===== src/rtl/issue_hazard_ctrl_pkg.sv =====
// Shared types and constants for the issue-stage hazard controller.
package issue_hazard_ctrl_pkg;

  localparam int unsigned OPND_W = 8;
  localparam int unsigned SCNT_W = 16;

  localparam logic [OPND_W-1:0] OP_NOP = 8'd0;

  typedef enum logic {
    ST_RUN   = 1'b0,
    ST_FLUSH = 1'b1
  } state_e;

  // Instruction payload carried from decode to execute
  typedef struct packed {
    logic [OPND_W-1:0] op;
    logic [OPND_W-1:0] a;
    logic [OPND_W-1:0] b;
    logic [OPND_W-1:0] c;
  } instr_t;

  localparam instr_t INSTR_BUBBLE = '{op: OP_NOP, a: '0, b: '0, c: '0};

endpackage


===== src/rtl/issue_hazard_ctrl_scoreboard.sv =====
// Register scoreboard: pending-write bits, same-cycle writeback bypass and
// outstanding-write counter.
module hazard_scoreboard
  import issue_hazard_ctrl_pkg::*;
#(
  parameter int unsigned REG_AW       = 4,
  parameter int unsigned MAX_INFLIGHT = 4,
  parameter int unsigned ZERO_REG     = 1,
  parameter int unsigned CNT_W        = $clog2(MAX_INFLIGHT + 1)
) (
  input  logic              clk,
  input  logic              rst,
  input  logic [REG_AW-1:0] a_i,
  input  logic [REG_AW-1:0] b_i,
  input  logic [REG_AW-1:0] c_i,
  input  logic              wr_i,
  input  logic              rd_b_i,
  input  logic              rd_c_i,
  input  logic              issue_i,
  input  logic              wb_valid_i,
  input  logic [REG_AW-1:0] wb_addr_i,
  output logic              hazard_c_o,
  output logic [CNT_W-1:0]  inflight_o
);

  localparam int unsigned NREGS = 2 ** REG_AW;

  logic [NREGS-1:0] pend_q, pend_d;
  logic [CNT_W-1:0] inflight_q, inflight_d;

  logic             wb_hit;
  logic [NREGS-1:0] clr_mask;
  logic [NREGS-1:0] pend_eff;
  logic [CNT_W-1:0] cnt_eff;
  logic             raw, waw, full;
  logic             dst_is_zero;
  logic             do_set;
  logic [NREGS-1:0] set_mask;

  // Hazard lookup with a retiring writeback treated as already complete
  always_comb begin
    wb_hit     = wb_valid_i & pend_q[wb_addr_i];
    clr_mask   = wb_hit ? (NREGS'(1) << wb_addr_i) : '0;
    pend_eff   = pend_q & ~clr_mask;
    cnt_eff    = inflight_q - CNT_W'(wb_hit);
    raw        = (rd_b_i & pend_eff[b_i]) | (rd_c_i & pend_eff[c_i]);
    waw        = wr_i & pend_eff[a_i];
    full       = wr_i & (cnt_eff == CNT_W'(MAX_INFLIGHT));
    hazard_c_o = raw | waw | full;
  end

  // Next scoreboard: set on issue overrides a same-cycle clear of that register
  always_comb begin
    dst_is_zero = (ZERO_REG != 0) && (a_i == '0);
    do_set      = issue_i & wr_i & ~dst_is_zero;
    set_mask    = do_set ? (NREGS'(1) << a_i) : '0;
    pend_d      = pend_eff | set_mask;
    inflight_d  = cnt_eff + CNT_W'(do_set);
  end

  // Scoreboard state
  always_ff @(posedge clk) begin
    if (rst) begin
      pend_q     <= '0;
      inflight_q <= '0;
    end else begin
      pend_q     <= pend_d;
      inflight_q <= inflight_d;
    end
  end

  assign inflight_o = inflight_q;

endmodule


===== src/rtl/issue_hazard_ctrl.sv =====
// Issue-stage controller: stalls decode on RAW/WAW/capacity hazards, injects
// bubbles downstream and holds a timed flush window after a branch redirect.
module issue_hazard_ctrl
  import issue_hazard_ctrl_pkg::*;
#(
  parameter int unsigned REG_AW       = 4,
  parameter int unsigned MAX_INFLIGHT = 4,
  parameter int unsigned FLUSH_CYCLES = 2,
  parameter int unsigned ZERO_REG     = 1
) (
  input  logic                                 clk,
  input  logic                                 rst,
  input  logic                                 id_valid,
  input  logic [OPND_W-1:0]                    id_op,
  input  logic [OPND_W-1:0]                    id_a,
  input  logic [OPND_W-1:0]                    id_b,
  input  logic [OPND_W-1:0]                    id_c,
  input  logic                                 id_wr,
  input  logic                                 id_rd_b,
  input  logic                                 id_rd_c,
  input  logic                                 wb_valid,
  input  logic [OPND_W-1:0]                    wb_addr,
  input  logic                                 flush_req,
  output logic                                 stall,
  output logic                                 iss_valid,
  output logic [OPND_W-1:0]                    iss_op,
  output logic [OPND_W-1:0]                    iss_a,
  output logic [OPND_W-1:0]                    iss_b,
  output logic [OPND_W-1:0]                    iss_c,
  output logic [$clog2(MAX_INFLIGHT+1)-1:0]    inflight,
  output logic [SCNT_W-1:0]                    stall_cnt
);

  localparam int unsigned CNT_W  = $clog2(MAX_INFLIGHT + 1);
  localparam int unsigned FCNT_W = $clog2(FLUSH_CYCLES + 1);
  localparam logic [FCNT_W-1:0] FCNT_RELOAD = FCNT_W'(FLUSH_CYCLES - 1);

  state_e              state_q, state_d;
  logic [FCNT_W-1:0]   fcnt_q, fcnt_d;
  logic                iss_valid_q, iss_valid_d;
  instr_t              iss_q, iss_d;
  logic [SCNT_W-1:0]   stall_cnt_q, stall_cnt_d;

  logic                hazard_c;
  logic                issue_c;
  logic                unused_wb_hi;

  // Upper address bits only matter downstream, not for register lookup
  assign unused_wb_hi = ^wb_addr[OPND_W-1:REG_AW];

  hazard_scoreboard #(
    .REG_AW       (REG_AW),
    .MAX_INFLIGHT (MAX_INFLIGHT),
    .ZERO_REG     (ZERO_REG),
    .CNT_W        (CNT_W)
  ) u_sb (
    .clk        (clk),
    .rst        (rst),
    .a_i        (id_a[REG_AW-1:0]),
    .b_i        (id_b[REG_AW-1:0]),
    .c_i        (id_c[REG_AW-1:0]),
    .wr_i       (id_wr),
    .rd_b_i     (id_rd_b),
    .rd_c_i     (id_rd_c),
    .issue_i    (issue_c),
    .wb_valid_i (wb_valid),
    .wb_addr_i  (wb_addr[REG_AW-1:0]),
    .hazard_c_o (hazard_c),
    .inflight_o (inflight)
  );

  // Flush sequencing, stall decision and next issue-register contents
  always_comb begin
    state_d     = state_q;
    fcnt_d      = fcnt_q;
    stall       = 1'b0;
    issue_c     = 1'b0;
    iss_valid_d = 1'b0;
    iss_d       = INSTR_BUBBLE;
    stall_cnt_d = stall_cnt_q;

    case (state_q)
      ST_RUN: begin
        if (flush_req) begin
          state_d = ST_FLUSH;
          fcnt_d  = FCNT_RELOAD;
        end
      end
      ST_FLUSH: begin
        if (flush_req) begin
          fcnt_d = FCNT_RELOAD;
        end else if (fcnt_q == '0) begin
          state_d = ST_RUN;
        end else begin
          fcnt_d = fcnt_q - FCNT_W'(1);
        end
      end
      default: begin
        state_d = ST_RUN;
        fcnt_d  = '0;
      end
    endcase

    stall   = rst | (state_q == ST_FLUSH) | flush_req | (id_valid & hazard_c);
    issue_c = id_valid & ~stall;

    if (issue_c) begin
      iss_valid_d = 1'b1;
      iss_d       = '{op: id_op, a: id_a, b: id_b, c: id_c};
    end

    if (stall && (stall_cnt_q != {SCNT_W{1'b1}})) begin
      stall_cnt_d = stall_cnt_q + SCNT_W'(1);
    end
  end

  // State, issue register and stall counter
  always_ff @(posedge clk) begin
    if (rst) begin
      state_q     <= ST_RUN;
      fcnt_q      <= '0;
      iss_valid_q <= 1'b0;
      iss_q       <= INSTR_BUBBLE;
      stall_cnt_q <= '0;
    end else begin
      state_q     <= state_d;
      fcnt_q      <= fcnt_d;
      iss_valid_q <= iss_valid_d;
      iss_q       <= iss_d;
      stall_cnt_q <= stall_cnt_d;
    end
  end

  assign iss_valid = iss_valid_q;
  assign iss_op    = iss_q.op;
  assign iss_a     = iss_q.a;
  assign iss_b     = iss_q.b;
  assign iss_c     = iss_q.c;
  assign stall_cnt = stall_cnt_q;

endmodule

===== config.mk =====
export PLATFORM = sky130hd
export DESIGN_NAME = issue_hazard_ctrl
export DESIGN_NICKNAME = d
export VERILOG_FILES = /design/src/rtl/issue_hazard_ctrl_pkg.sv /design/src/rtl/issue_hazard_ctrl_scoreboard.sv /design/src/rtl/issue_hazard_ctrl.sv
export SDC_FILE = /design/constraint.sdc
export NUM_CORES = 1
export LEC_CHECK = 0
export BUFFER_PORTS_ARGS = -buffer_cell sky130_fd_sc_hd__buf_4
export CAP_MARGIN = 10
export CORE_ASPECT_RATIO = 1.1
export CORE_MARGIN = 1.5
export CORE_UTILIZATION = 56
export DETAILED_ROUTE_END_ITERATION = 10
export PLACE_DENSITY = 0.9
export SYNTH_ARGS = -nofsm -noshare
export SYNTH_HDL_FRONTEND = slang
export SYNTH_SLANG_ARGS = --single-unit

===== constraint.sdc =====
create_clock -name clk -period 5.6 [get_ports clk]
set_clock_uncertainty 0.2 [all_clocks]
set_input_delay 0.28 -clock clk [delete_from_list [all_inputs] [get_ports clk]]
set_output_delay 0.28 -clock clk [all_outputs]
set_load 0.02 [all_outputs]

==> flow_summary.json <==
{
  "vdd_ir_drop_max_uv": 191,
  "yosysWarnings": 0,
  "synth_flop_cell": "dfxtp_1",
  "endpoint_kind": "flop",
  "r2r-end": "u_sb.pend_q[6]",
  "worst_slack_ns": 0.805,
  "synthArstFlopShare_pct": 0,
  "clock_latency_ns": 0.36,
  "tns_ns": 0,
  "holdPathStages": 3,
  "antenna_found_initial": 0,
  "yosysTopAreaCell": "dfxtp_1",
  "post_cts_buffers": 0,
  "grt_overflow_total": 0,
  "netlist_area_um2": 3580,
  "numCtsBuffers": 9,
  "min_from": "id_c[0]",
  "p_leak_nw": 1.93,
  "clk_pin_slew_ns": 0.08,
  "slew_viol_final": 0,
  "numPortBuffers": 96,
  "dp_hpwl_um": 7130,
  "rsz0062_at_grt": "no",
  "tightest_slew_ns": 1.10,
  "drt_wl_total_um": 10700,
  "cts.sinks": 71,
  "hold_viol_final": 0,
  "num_rows": 30,
  "fp.dieH_um": 86.9,
  "worstHoldPathType": "in -> reg",
  "dr.pass1.iters": 5,
  "period_share_pct": 85.6,
  "crit_arrival_ns": 4.87,
  "grt_usage_pct": 31.4,
  "whs_ns": 0.0432,
  "synth.cells.most_frequent": "dfxtp_1, nor2_1, and2_1",
  "synth_top_area_share_pct": 39.7,
  "finalPower_mw": 1.15,
  "max_stage_delay_ns": 0.71,
  "via_per_inst": 6.19,
  "areaGrowthSynthToFinish_pct": 32.1,
  "cpMaxStageDelayCell": "nor2_2",
  "ys_types": 58,
  "vias": 3699,
  "status": "finished clean",
  "synth_edf_count": 0,
  "yosysMostFrequentCell": "dfxtp_1",
  "setup_viol": 0,
  "grt_pass1_wl_um": 16600,
  "coreArea_um2": 6190,
  "cts_tree": "yes",
  "ant_nets": 0,
  "critPathLaunchType": "flop",
  "synth-seq-cells": 71,
  "path_max_fanout": 28,
  "die_width_um": 79.3,
  "die-area_um2": 6890,
  "reg2reg_depth": 16,
  "cts.path.max_buffers": 2,
  "drive_gt1_share_pct": 26.1,
  "cts_root_buffer": "clkbuf_8",
  "yosysSeqAreaShare_pct": 39.7,
  "synthCells": 408,
  "fin_nets": 566,
  "period_needed_ns": 4.80,
  "r2r_setup_slack_ns": 0.80,
  "drt_iter0_drc": 378,
  "grt_max_degree": 51,
  "critPathKind": "reg -> reg",
  "required_ns": 5.68,
  "power_density_nw_per_um2": 244,
  "start_util_pct": 57.9,
  "worstPathCellList": "mux4_2 > mux2i_1 > o22ai_1 > and2_1 > ha_1 > ha_1 > xor2_1 > nand3_1 > a21boi_0 > a31oi_1 > a32oi_1 > nor2_2 > nand2_1 > inv_2 > nand3_1 > o22ai_1",
  "hold_end": "iss_c[0]",
  "routedWlPerCell_um": 17.8,
  "reg2reg_from": "u_sb.pend_q[3]",
  "gp_congestion": 0.947,
  "grt_pass1_vias": 3400,
  "slew_headroom_pct": 26.4,
  "drv_cap": 0,
  "synth_nets": 462,
  "htree_num_levels": 3,
  "drc": 0,
  "avgSynthCellArea_um2": 8.79,
  "dpl_cell_area_um2": 4270,
  "place_ws_ns": 0.820,
  "ios": 101,
  "synth.area.top_cells": "dfxtp_1, and2_1, o211ai_1",
  "max_freq_mhz": 209,
  "postLayoutCellArea_um2": 4740
}
per-layer routing:
layer	GRT usage [%]	routed length (um)	vias up
met2	54.6	5370	220
met3	6.91	894	32
met1	37.6	4110	1726
met5	0	0	-
li1	-	-	1721
met4	12.6	285	0
report_power, final:
part | switching (mW) | internal (mW) | total (mW)
registers | 0.00756 | 0.515 | 0.523
clock network | 0.210 | 0.265 | 0.475
logic | 0.0859 | 0.0694 | 0.155
per-stage QoR:
step                utilization [%]  instances
global route                   76.4        597
finish                         76.5        598
global placement               69.0        558
detailed placement             69.0        558
floorplan                         -        408
CTS                            76.4        597
what timing repair did:
action                    in CTS  in global routing
hold endpoints to repair      25                  0
hold buffers                  23                  0
gates resized for setup        0                  0
flip-flops by register name, summed over array words and instances, names as in the netlist:
| signal | flops |
|---|---|
| state_q | 1 |
| iss_a | 8 |
| u_sb.pend_q | 16 |
| fcnt_q | 2 |
| u_sb.inflight_o | 3 |
| iss_valid | 1 |
| stall_cnt | 16 |
| iss_c | 8 |
| iss_b | 8 |
| iss_op | 8 |
critical path: cells and delay by family (launching register included):
kind | cells | cell delay [ns]
buffers and inverters | 1 | 0.47
muxes | 2 | 0.67
adders and majority gates | 2 | 0.36
DFF | 1 | 0.36
AOI/OAI and AO/OA | 5 | 0.66
xor gates and xnor gates | 1 | 0.18
and+or+nand+nor | 5 | 1.80
final cells by class:
class                           instances  area, um^2
Tap cell                               80         100
Clock inverter                          6        92.6
Clock buffer                           10         138
Fill cell                             454        1460
Sequential cell                        71        1420
Timing Repair Buffer                  119         951
Multi-Input combinational cell        294        1970
Antenna cell                            1        2.50
Inverter                               17        63.8
cells in the final DEF, fill, tap and decap left out, types with 11 or more instances in the layout:
cell type,synthesis,final
and2_1,25,25
o211ai_1,19,19
nor2b_1,17,17
nor4_1,11,11
nand2_1,13,13
dlygate4sd3_1,0,23
nor2_1,36,36
nand3_1,20,20
inv_1,15,15
o22ai_1,16,16
o21ai_0,18,18
buf_4,0,96
dfxtp_1,71,71
cells by family after synthesis:
logic type | synth area share (%)
simple gates | 25.2
flops | 39.7
compound gates | 20.2
buf+inv | 5.48
mux | 6.39
fa+ha+maj | 2.09
xor+xnor | 0.977
worst max path at each step:
stage / from / to / slack, ns / depth (start not counted)
floorplan: wb_addr[0] / u_sb.inflight_o[1] / 1.79 / 19
global placement: wb_addr[0] / u_sb.pend_q[12] / 0.87 / 17
detailed placement: wb_addr[0] / u_sb.pend_q[10] / 0.82 / 17
CTS: u_sb.pend_q[3] / u_sb.pend_q[10] / 0.88 / 16
global route: u_sb.pend_q[3] / u_sb.pend_q[7] / 0.45 / 16
finish: u_sb.pend_q[3] / u_sb.pend_q[6] / 0.80 / 16
Power figures use the tool's default switching activity.
